===== src/rtl/bullet_motion.sv =====
// bullet_motion: owns one bullet's position and velocity, advances it once per frame tick and reflects it off walls.
// Defining BULLET_COOLDOWN_EN adds a relaunch cooldown of COOLDOWN_FRAMES ticks after each retirement.
module bullet_motion #(
    parameter int LIFETIME_FRAMES = 300,
    parameter int MAX_BOUNCES     = 5,
    parameter int BULLET_SIZE     = 2
`ifdef BULLET_COOLDOWN_EN
    , parameter int COOLDOWN_FRAMES = 30
`endif
) (
    input  logic       Clk,
    input  logic       Reset,
    input  logic       frame_clk,
    input  logic       fire,
    input  logic [9:0] tankX,
    input  logic [9:0] tankY,
    input  logic [3:0] dirX,
    input  logic [3:0] dirY,
    input  logic       isWallBottom,
    input  logic       isWallTop,
    input  logic       isWallLeft,
    input  logic       isWallRight,
    output logic [9:0] BulletX,
    output logic [9:0] BulletY,
    output logic [9:0] BulletS,
    output logic       bullet_active,
    output logic       fire_ready,
    output logic [2:0] bounce_count
);
    localparam int LW = (LIFETIME_FRAMES > 1) ? $clog2(LIFETIME_FRAMES + 1) : 1;
    localparam logic [LW-1:0] LIFE_INIT = LW'(LIFETIME_FRAMES);
    localparam logic [3:0]    MAX_B     = 4'(MAX_BOUNCES);
`ifdef BULLET_COOLDOWN_EN
    localparam int CW = (COOLDOWN_FRAMES > 1) ? $clog2(COOLDOWN_FRAMES + 1) : 1;
    localparam logic [CW-1:0] CD_INIT = CW'(COOLDOWN_FRAMES);
`endif

    // state    | meaning
    // IDLE     | no bullet; a launch is accepted
    // FLYING   | bullet in flight, moves on each frame tick
    // EXPIRE   | one-cycle retirement
    // COOLDOWN | waiting out the relaunch delay
    typedef enum logic [1:0] {
        IDLE,
        FLYING,
        EXPIRE
`ifdef BULLET_COOLDOWN_EN
        , COOLDOWN
`endif
    } state_t;

    state_t             state;
    logic               fc_q1, fc_q2, fc_q3, tick;
    logic signed [3:0]  vx, vy, vx_n, vy_n;
    logic [LW-1:0]      life;
    logic               bx, by, limit_hit;
    logic [3:0]         bounces_n;
    logic [2:0]         bounce_sat;
`ifdef BULLET_COOLDOWN_EN
    logic [CW-1:0]      cd;
`endif

    // Making a negative component positive: -8 has no 4-bit positive twin, so it becomes +7.
    function automatic logic signed [3:0] pos_mag(input logic signed [3:0] v);
        return (v == 4'sb1000) ? 4'sd7 : -v;
    endfunction

    assign tick    = fc_q2 & ~fc_q3;
    assign BulletS = 10'(BULLET_SIZE);

    always_comb begin
        vx_n = vx;
        if (isWallLeft && vx_n[3])
            vx_n = pos_mag(vx_n);
        if (isWallRight && !vx_n[3] && vx_n != 4'sd0)
            vx_n = -vx_n;
        vy_n = vy;
        if (isWallBottom && !vy_n[3] && vy_n != 4'sd0)
            vy_n = -vy_n;
        if (isWallTop && vy_n[3])
            vy_n = pos_mag(vy_n);
        bx         = vx_n[3] ^ vx[3];
        by         = vy_n[3] ^ vy[3];
        bounces_n  = {1'b0, bounce_count} + {3'b000, bx} + {3'b000, by};
        limit_hit  = bounces_n > MAX_B;
        bounce_sat = (bounces_n > 4'd7) ? 3'd7 : bounces_n[2:0];
    end

    always_ff @(posedge Clk or posedge Reset) begin
        if (Reset) begin
            state         <= IDLE;
            fc_q1         <= 1'b0;
            fc_q2         <= 1'b0;
            fc_q3         <= 1'b0;
            BulletX       <= '0;
            BulletY       <= '0;
            vx            <= '0;
            vy            <= '0;
            life          <= '0;
            bounce_count  <= '0;
            bullet_active <= 1'b0;
            fire_ready    <= 1'b1;
`ifdef BULLET_COOLDOWN_EN
            cd            <= '0;
`endif
        end else begin
            fc_q1 <= frame_clk;
            fc_q2 <= fc_q1;
            fc_q3 <= fc_q2;
            case (state)
                IDLE: begin
                    if (fire) begin
                        BulletX       <= tankX;
                        BulletY       <= tankY;
                        vx            <= dirX;
                        vy            <= dirY;
                        life          <= LIFE_INIT;
                        bounce_count  <= '0;
                        bullet_active <= 1'b1;
                        fire_ready    <= 1'b0;
                        state         <= FLYING;
                    end
                end
                FLYING: begin
                    if (tick) begin
                        if (limit_hit) begin
                            bullet_active <= 1'b0;
                            state         <= EXPIRE;
                        end else begin
                            vx           <= vx_n;
                            vy           <= vy_n;
                            BulletX      <= BulletX + {{6{vx_n[3]}}, vx_n};
                            BulletY      <= BulletY + {{6{vy_n[3]}}, vy_n};
                            bounce_count <= bounce_sat;
                            life         <= life - LW'(1);
                            if (life <= LW'(1)) begin
                                bullet_active <= 1'b0;
                                state         <= EXPIRE;
                            end
                        end
                    end
                end
                EXPIRE: begin
`ifdef BULLET_COOLDOWN_EN
                    cd    <= CD_INIT;
                    state <= COOLDOWN;
`else
                    fire_ready <= 1'b1;
                    state      <= IDLE;
`endif
                end
`ifdef BULLET_COOLDOWN_EN
                COOLDOWN: begin
                    if (cd == '0) begin
                        fire_ready <= 1'b1;
                        state      <= IDLE;
                    end else if (tick) begin
                        cd <= cd - CW'(1);
                        if (cd == CW'(1)) begin
                            fire_ready <= 1'b1;
                            state      <= IDLE;
                        end
                    end
                end
`endif
                default: begin
                    bullet_active <= 1'b0;
                    fire_ready    <= 1'b1;
                    state         <= IDLE;
                end
            endcase
        end
    end
endmodule


===== config.mk =====
export PLATFORM = sky130hd
export DESIGN_NAME = bullet_motion
export DESIGN_NICKNAME = d
export VERILOG_FILES = /design/src/rtl/bullet_motion.sv
export SDC_FILE = /design/constraint.sdc
export NUM_CORES = 1
export LEC_CHECK = 0
export BUFFER_PORTS_ARGS = -buffer_cell sky130_fd_sc_hd__buf_2
export CORE_MARGIN = 3
export CORE_UTILIZATION = 40
export DETAILED_ROUTE_END_ITERATION = 8
export SLEW_MARGIN = 10
export SYNTH_ARGS = -nofsm -noshare
export SYNTH_HDL_FRONTEND = slang
export SYNTH_SLANG_ARGS = --single-unit
export TNS_END_PERCENT = 10

===== constraint.sdc =====
create_clock -name Clk -period 5.6 [get_ports Clk]
set_clock_uncertainty 0.2 [all_clocks]
set_input_delay 0.28 -clock Clk [delete_from_list [all_inputs] [get_ports Clk]]
set_output_delay 0.28 -clock Clk [all_outputs]
set_load 0.01 [all_outputs]

==> out/metrics.cfg, run 1 <==
[outcome]
outcome = complete, no violations

[synthesis]
post_synth_inst_count = 422
post_synth.cell_area_avg_um2 = 8.23
synth.ff_latch_count = 47
ys_seq_area_frac = 0.339
yosysMostFrequentCell = nand2_1
synth-warning-count = 0
library_cell_occupying_the_most_area_in_the_post_synthesis_netlist = dfrtp_1
synth_flop_cell = dfrtp_1
synth-edff-count = 0
synth-async-reset-ratio = 1.00
synthDistinctLibCells = 56
netlist.area_leader.share = 0.332
synth.cells.most_frequent = nand2_1, dfrtp_1, nor2_1
synthesis.area_um2 = 3470
synth.area.top_cells = dfrtp_1, ha_1, nand2_1

[floorplan]
die_height_um = 99.2
floorplan.die.width_um = 99.2
num_io_pins = 71
floorplan.die_area_um2 = 9830
starting_density = 0.416
core_um2 = 8340
core.rowCount = 33

[timing]
timing.final.hold_violations = 0
drv_slew = 0
clock.fmax_mhz = 209
post-route-min-period_ns = 4.78
setup_tns_ns = 0
worst_pin_slew_ns = 0.665
setup_violations = 0
max-slew-margin-rel = 0.551
rsz0062_at_grt = no
layout_worst_path_cycle_share = 0.854

[worst_hold_path]
hold_path.startpoint = tankX[1]
hp-class = in2reg

[pwr]
total_power_divided_by_cell_area_nw_per_um2 = 732
peakVddDrop_mv = 0.285
p_leak_nw = 1.87

[drt]
drt-total-wl_um = 8620
drt-wirelength-per-cell_um = 14.7
routed-via-count = 3228
drt_drc_violations_left = 0
detail-route-antenna-nets = 0
drt_iter0_drc = 126
avgViaCountPerCell = 5.51
dr.pass1.iters = 5

[layout]
final_core_utilization = 0.478
antenna_cells = 0
design_area_um2 = 3990
area.growth.synth_to_final_pct = 14.8
layout.nets = 543
drive_gt1_frac = 0.177

[setup_path]
crit_start = vx[0]
critical_path_arrival_ns = 4.82
critical_path_peak_fanout = 7
timing.critical_path.to_type = flop
worstPathRequired_ns = 5.64
timing_worst_setup_path_type = reg2reg
crit-reg2reg-launch = vx[0]
worst_setup_path_start_kind = flop

[clocking]
clock_path_buffers = 2
cts_max_level = 2
tritoncts = built
inserted_clock_buffers = 5
tritoncts_num_sinks = 47
post-cts-setup-buffer-count = 0
clkLatencyLatePin_ns = 0.31
post_cts.resized_instances = 0
clockRootBuffer = clkbuf_8
cts.reportedPaths.clkPinSlew_ns = 0.11

[place]
finalWeightedCongestion = 0.808
count_of_port_buffers_added_during_placement = 60
detailed_place.area_um2 = 3840
dp_hpwl_um = 6260

[run]
max_cap_violations = 0

[global_routing]
number_of_global_route_vias_before_repair = 3082
track_usage = 0.181
grt_start_max_net_pins = 48
wire_length_of_the_first_global_routing_pass_um = 14700
grt.overflow.total = 0
grt_antenna_before_repair = 0

## stage by stage
| stage | hold slack (ns) | cells | setup slack (ns) | total power, mW |
|---|---|---|---|---|
| floorplan | 0.111 | 430 | 1.25 | 2.22 |
| global placement | 0.133 | 575 | 1.06 | 2.61 |
| detailed placement | 0.137 | 575 | 0.899 | 2.66 |
| CTS | 0.00123 | 586 | 0.860 | 2.94 |
| global route | 0.0187 | 586 | 0.580 | 3.26 |
| finish | 0.0105 | 586 | 0.819 | 2.92 |
## sequential cells by signal, indices dropped and copies added (netlist names)
register and flops:
BulletX 10, BulletY 10, life 9, vx 4, vy 4, bounce_count 3, state 2, bullet_active 1
fc_q1 1, fc_q2 1, fc_q3 1, fire_ready 1
## worst max-delay path, stage by stage (launching register included)
cell      delay [ns]
dfrtp_1         0.47
inv_1           0.09
ha_1            0.20
nand2b_1        0.10
a31oi_1         0.29
inv_1           0.09
ha_1            0.24
nand2b_1        0.15
a311o_1         0.37
nand3_1         0.09
o21ai_0         0.11
fa_1            0.43
ha_1            0.33
nor2b_1         0.17
o21ai_4         0.16
a21oi_2         0.11
or4_1           0.52
or4_1           0.50
nand3_1         0.09
## cell usage in the layout, fill, tap and decap left out, types with 4 or more instances in the layout
master	synthesis	final
buf_2	3	60
nand2_1	52	52
dfrtp_1	46	46
nor2_1	43	42
o21ai_0	35	35
a21oi_1	33	33
ha_1	24	24
inv_1	18	17
a31oi_1	14	14
xnor2_1	13	13
nand3_1	11	11
conb_1	2	10
mux2i_1	8	8
nor3_1	7	7
nand2b_1	6	6
or3_1	6	6
and3_1	5	5
nor2b_1	6	5
a21o_1	5	5
or4_1	5	5
clkbuf_8	0	5
buf_4	10	5
o22ai_1	4	4
o211ai_1	4	4
## cell families (layout without fill, tap and decap cells)
group / count (synthesis) / in the layout / share of synthesized area
simple gates: 158 / 158 / 0.219
compound gates: 119 / 119 / 0.211
flops: 47 / 47 / 0.339
buf+inv: 45 / 96 / 0.0605
fa+ha+maj: 27 / 27 / 0.104
xor+xnor: 15 / 15 / 0.0378
mux: 9 / 9 / 0.0263
other cells: 2 / 10 / 0.00216
## cell type report
| cell class | count | area [µm²] |
|---|---|---|
| fillers | 821 | 4350 |
| multi-input cells | 338 | 2120 |
| flip-flops and latches | 47 | 1180 |
| repair buffers | 68 | 368 |
| well taps | 105 | 131 |
| inverters | 20 | 75.1 |
| clock buffers | 5 | 68.8 |
| clock inverters | 3 | 46.3 |
## routing by layer
layer,routed length [µm],vias to the layer above,global-route usage
li1,-,1609,-
met1,4000,1508,0.250
met2,4000,105,0.300
met3,557,6,0.0302
met4,53,0,0.0378
met5,0,-,0
## path summary, 6_finish.rpt
kind,endpoint,cells past startpoint,slack (ns)
max in group asynchronous,BulletY[1],4,4.31
setup reg to reg,life[8],18,0.82
setup / recovery,life[8],18,0.82
hold reg to reg,fc_q2,0,0.16
hold / removal,BulletX[1],3,0.01
min in group asynchronous,vx[2],4,0.47
## where the power goes
part | internal [mW] | switching (mW) | leakage [nW]
sequential | 0.493 | 0.164 | 0.555
clock | 0.135 | 0.130 | 0.0548
combinational | 0.881 | 1.12 | 1.26
total | 1.51 | 1.41 | 1.87
## what timing repair did
item / 4_1_cts / 5_1_grt
setup endpoints to repair: 0 / 0
hold buffers: 3 / 0
endpoints found under the hold margin: 48 / 0
(Power assumes the default switching activity.)
==> inputs of run 2 (changes only) <==
==> constraint.sdc (replaced) <==
create_clock -name Clk -period 4.4 [get_ports Clk]
set_clock_uncertainty 0.2 [all_clocks]
set_input_delay 0.22 -clock Clk [delete_from_list [all_inputs] [get_ports Clk]]
set_output_delay 0.22 -clock Clk [all_outputs]
set_load 0.01 [all_outputs]
==> out/metrics.cfg, run 2 (synthesized netlist as in run 1, its figures left out) <==
[outcome]
outcome = finished with violations
violations = hold timing

[floorplan]
die_height_um = 99.2
core_um2 = 8340
num_io_pins = 71
floorplan.die.width_um = 99.2
core.rowCount = 33
starting_density = 0.416
floorplan.die_area_um2 = 9830

[pwr]
peakVddDrop_mv = 0.395
total_power_divided_by_cell_area_nw_per_um2 = 916
p_leak_nw = 2.03

[global_routing]
grt.overflow.total = 0
grt_start_max_net_pins = 48
number_of_global_route_vias_before_repair = 3377
grt_antenna_before_repair = 0
track_usage = 0.187
wire_length_of_the_first_global_routing_pass_um = 15200

[place]
dp_hpwl_um = 6480
post_placement_worst_setup_slack_ns = 0.0497
finalWeightedCongestion = 0.792
count_of_port_buffers_added_during_placement = 60

[layout]
layout.nets = 575
layout.cells.most_common_list = buf_2, nand2_1, dfrtp_1, nor2_1, o21ai_0
antenna_cells = 0
fillCellCount = 794
total_area_of_sequential_cells_um2 = 1180
area.growth.synth_to_final_pct = 25.5
total_area_of_multi_input_combinational_cells_um2 = 2180
layout_top_registers = BulletX: 10 flops, BulletY: 10 flops, life: 9 flops
layout.cells.most_common = buf_2
drive_gt1_frac = 0.218

[setup_path]
timing_worst_setup_path_type = reg2reg
r2r_cells = 18
worst_path_most_repeated_cell = inv_1
timing.critical_path.to_type = flop
worstPathRequired_ns = 4.44
worst-path-stages = 18
crit_slowest_cell = or4_4
timing.critical_path.max_delay_family = simple AND/OR/NAND/NOR gates
crit_path_max_incr_delay_ns = 0.56
worst_setup_path_start_kind = flop
worst-path-buf-inv = 3
critical_path_peak_fanout = 6
crit_path_cell_trace = inv_1 > ha_4 > inv_1 > a31oi_2 > inv_1 > ha_1 > nand2b_1 > a311o_1 > nand3_2 > o21ai_2 > fa_2 > ha_4 > nor2b_1 > o21ai_4 > a21oi_2 > or4_4 > or4_1 > nand3_1
critical_path_arrival_ns = 4.29

[clocking]
inserted_clock_buffers = 5
cts_max_level = 2
tritoncts = built
cts.reportedPaths.clkPinSlew_ns = 0.10
clkLatencyLatePin_ns = 0.31
tritoncts_num_sinks = 47
clock_path_buffers = 2
clockRootBuffer = clkbuf_8

[drt]
drt-total-wl_um = 9180
dr.pass1.iters = 4
drt_drc_violations_left = 0
routed-via-count = 3344
drt_iter0_drc = 124
drt-wirelength-per-cell_um = 14.9
avgViaCountPerCell = 5.41
detail-route-antenna-nets = 0

[timing]
drv_slew = 0
worst_slack_ns = 0.151
timing.final.hold_violations = 47
setup_violations = 0
worst_pin_slew_ns = 1.03
max-slew-margin-rel = 0.311
clock.fmax_mhz = 235
post-route-min-period_ns = 4.25
layout_worst_path_cycle_share = 0.966
hold_slack_ns = -0.0479

[run]
max_cap_violations = 0

[worst_hold_path]
hp-class = in2async

run 2: cell count changes in the layout (fill, tap and decap cells not counted), moves of 2 or more:
cell | previous run | this run
buf_4 | 5 | 20
dlygate4sd3_1 | 3 | 19
ha_1 | 24 | 22
ha_4 | 0 | 2
run 2: final timing paths:
kind                            slack [ns]  endpoint     from
worst min-delay path                 -0.05   life[5]    Reset
max in group asynchronous             3.34     vy[0]    Reset
worst min register to register        0.16     fc_q2    fc_q1
min in group Clk                         0     vy[2]  dirY[2]
worst max register to register        0.15   life[8]    vx[1]
worst max-delay path                  0.15   life[8]    vx[1]
run 2: area by class of cell:
type,count,share of cell area
multi-input combinational,338,0.499
sequential,47,0.270
timing repair buffer,100,0.152
tap,105,0.0301
inverter,20,0.0172
clock buffer,5,0.0158
clock inverter,3,0.0155
run 2: power breakdown:
group / internal (mW) / leakage, nW / switching (mW) / total, mW
clock network: 0.227 / 0.0644 / 0.161 / 0.388
registers: 0.629 / 0.554 / 0.198 / 0.826
logic: 1.27 / 1.41 / 1.51 / 2.78
run 2: repair_timing:
action / in CTS / in global routing
hold buffers: 19 / 0
hold endpoints to repair: 19 / 0
pin swaps: 0 / 4
setup endpoints to repair: 1 / 22
gates resized for setup: 1 / 11
buffers inserted: 0 / 2
gates cloned: 0 / 0
run 2: stage by stage:
stage               instances  cell area (µm²)   util  total power [mW]  setup TNS (ns)
floorplan                 430             3500      -              2.82               0
global placement          589             3960  0.475              3.43               0
global route              618             4360  0.523              4.44         -0.0779
detailed placement        589             3960  0.475              3.51               0
finish                    618             4360  0.523              3.99               0
CTS                       616             4290  0.514              3.94               0
run 2: layer usage:
metal	part of all wire	vias to the layer above	global-route usage	wire length, µm
li1	-	1673	-	-
met1	0.44	1582	0.228	4060
met2	0.51	83	0.345	4670
met3	0.042	6	0.0295	384
met4	0.0069	0	0.0410	63
met5	0	-	0	0
==> inputs of run 3 (changes only) <==
--- a/config.mk
+++ b/config.mk
@@ -6,8 +6,9 @@
 export NUM_CORES = 1
 export LEC_CHECK = 0
 export BUFFER_PORTS_ARGS = -buffer_cell sky130_fd_sc_hd__buf_2
-export CORE_MARGIN = 3
+export CORE_MARGIN = 8
 export CORE_UTILIZATION = 40
+export CTS_BUF_LIST = sky130_fd_sc_hd__clkbuf_8
 export DETAILED_ROUTE_END_ITERATION = 8
 export SLEW_MARGIN = 10
 export SYNTH_ARGS = -nofsm -noshare
==> out/metrics.cfg, run 3 (synthesized netlist as in run 1, its figures left out) <==
[outcome]
outcome = finished with violations
violations = hold timing

[setup_path]
critical_path_arrival_ns = 4.31
timing_worst_setup_path_type = reg2reg
timing.critical_path.max_delay_family = simple AND/OR/NAND/NOR gates
crit_path_max_incr_delay_ns = 0.56
timing.critical_path.to_type = flop
crit_path_cell_trace = inv_2 > ha_4 > nand2b_1 > a31oi_4 > inv_1 > ha_2 > nand2b_1 > a311o_1 > nand3_1 > o21ai_2 > fa_2 > ha_4 > nor2b_4 > o21ai_4 > a21oi_4 > or4_4 > or4_1 > nand3_1
worst-path-buf-inv = 2
crit_slowest_cell = or4_4
critical_path_peak_fanout = 7
worstPathRequired_ns = 4.43
worst_setup_path_start_kind = flop

[pwr]
p_leak_nw = 2.01
total_power_divided_by_cell_area_nw_per_um2 = 917
peakVddDrop_mv = 0.424

[place]
post_placement_worst_setup_slack_ns = -0.114
detailed_place.area_um2 = 3940
finalWeightedCongestion = 0.891
dp_hpwl_um = 6790
count_of_port_buffers_added_during_placement = 60

[clocking]
tritoncts = built
clock_path_buffers = 2
clkLatencyLatePin_ns = 0.30
clockRootBuffer = clkbuf_8
inserted_clock_buffers = 5
cts.reportedPaths.clkPinSlew_ns = 0.10
cts_max_level = 2
tritoncts_num_sinks = 47

[drt]
avgViaCountPerCell = 5.29
routed-via-count = 3271
drt_iter0_drc = 111
dr.pass1.iters = 4
detail-route-antenna-nets = 0
drt-wirelength-per-cell_um = 15.1
drt_drc_violations_left = 0
drt-total-wl_um = 9310

[timing]
worst_pin_slew_ns = 0.625
drv_slew = 0
setup_tns_ns = 0
hold_slack_ns = -0.000625
layout_worst_path_cycle_share = 0.973
setup_violations = 0
post-route-min-period_ns = 4.28
worst_slack_ns = 0.120
max-slew-margin-rel = 0.583
timing.final.hold_violations = 1
clock.fmax_mhz = 234

[layout]
area.growth.synth_to_final_pct = 24.4
layout.cells.most_common_list = buf_2, nand2_1, dfrtp_1, nor2_1, o21ai_0
drive_gt1_frac = 0.225
design_area_um2 = 4320
layout_top_registers = BulletX: 10 flops, BulletY: 10 flops, life: 9 flops
layout.nets = 572
antenna_cells = 0
layout.cells.most_common = buf_2
final_core_utilization = 0.505
fillCellCount = 830

[floorplan]
core.rowCount = 34
floorplan.die.width_um = 109
core_um2 = 8550
starting_density = 0.406
die_height_um = 109
floorplan.die_area_um2 = 11900
num_io_pins = 71

[worst_hold_path]
hp-class = in2reg

[global_routing]
grt_antenna_before_repair = 0
grt_start_max_net_pins = 48
wire_length_of_the_first_global_routing_pass_um = 14900
grt.overflow.total = 0
track_usage = 0.155
number_of_global_route_vias_before_repair = 3188

[run]
max_cap_violations = 0

[run 3: layout make-up]
cell class / count / area, µm² / share of cell area
Clock inverter: 2 / 35.0 / 0.00811
Multi-Input combinational cell: 338 / 2200 / 0.508
Tap cell: 108 / 135 / 0.0313
Timing Repair Buffer: 97 / 618 / 0.143
Sequential cell: 47 / 1180 / 0.273
Inverter: 20 / 75.1 / 0.0174
Clock buffer: 6 / 82.6 / 0.0191
[run 3: worst reg2reg max path: cells and delay by family, from the launching register on]
family	cells	cell delay (ns)
buffers and inverters	2	0.14
AND/OR/NAND/NOR	7	1.65
AO/OA/AOI/OAI	5	0.80
adder cells (fa/ha/maj)	4	1.01
flip-flops	1	0.40
[run 3: path summary, 6_finish.rpt]
check | from | endpoint | slack, ns | depth (start not counted)
setup / recovery | vx[0] | life[8] | 0.12 | 18
hold / removal | tankY[3] | BulletY[3] | -0.0006 | 3
setup reg to reg | vx[0] | life[8] | 0.12 | 18
hold reg to reg | fc_q1 | fc_q2 | 0.16 | 0
max in group asynchronous | Reset | vy[0] | 3.13 | 4
min in group asynchronous | Reset | BulletX[1] | 0.42 | 4
[run 3: routing by layer]
layer	track usage	part of all wire	wire, µm
met1	0.190	0.45	4180
met2	0.272	0.49	4600
met3	0.0337	0.045	419
met4	0.0303	0.011	102
met5	0	0	0
[run 3: what timing repair did]
item / 4_1_cts / 5_1_grt
pin swaps: 0 / 9
endpoints found under the setup margin: 3 / 6
endpoints found under the hold margin: 61 / 0
resized for setup: 4 / 15
setup buffers: 0 / 4
hold buffers: 16 / 0
[run 3: per-stage QoR]
step | instances | power, mW
final | 618 | 3.96
after detailed placement | 590 | 3.48
after floorplan | 430 | 2.82
after global routing | 618 | 4.40
after global placement | 590 | 3.41
after CTS | 614 | 3.87
[run 3: report_power, final]
group / total [mW] / switching [mW] / internal (mW) / leakage (nW)
logic: 2.80 / 1.52 / 1.28 / 1.40
clock network: 0.342 / 0.158 / 0.184 / 0.0612
registers: 0.825 / 0.196 / 0.629 / 0.554
total: 3.96 / 1.87 / 2.09 / 2.01
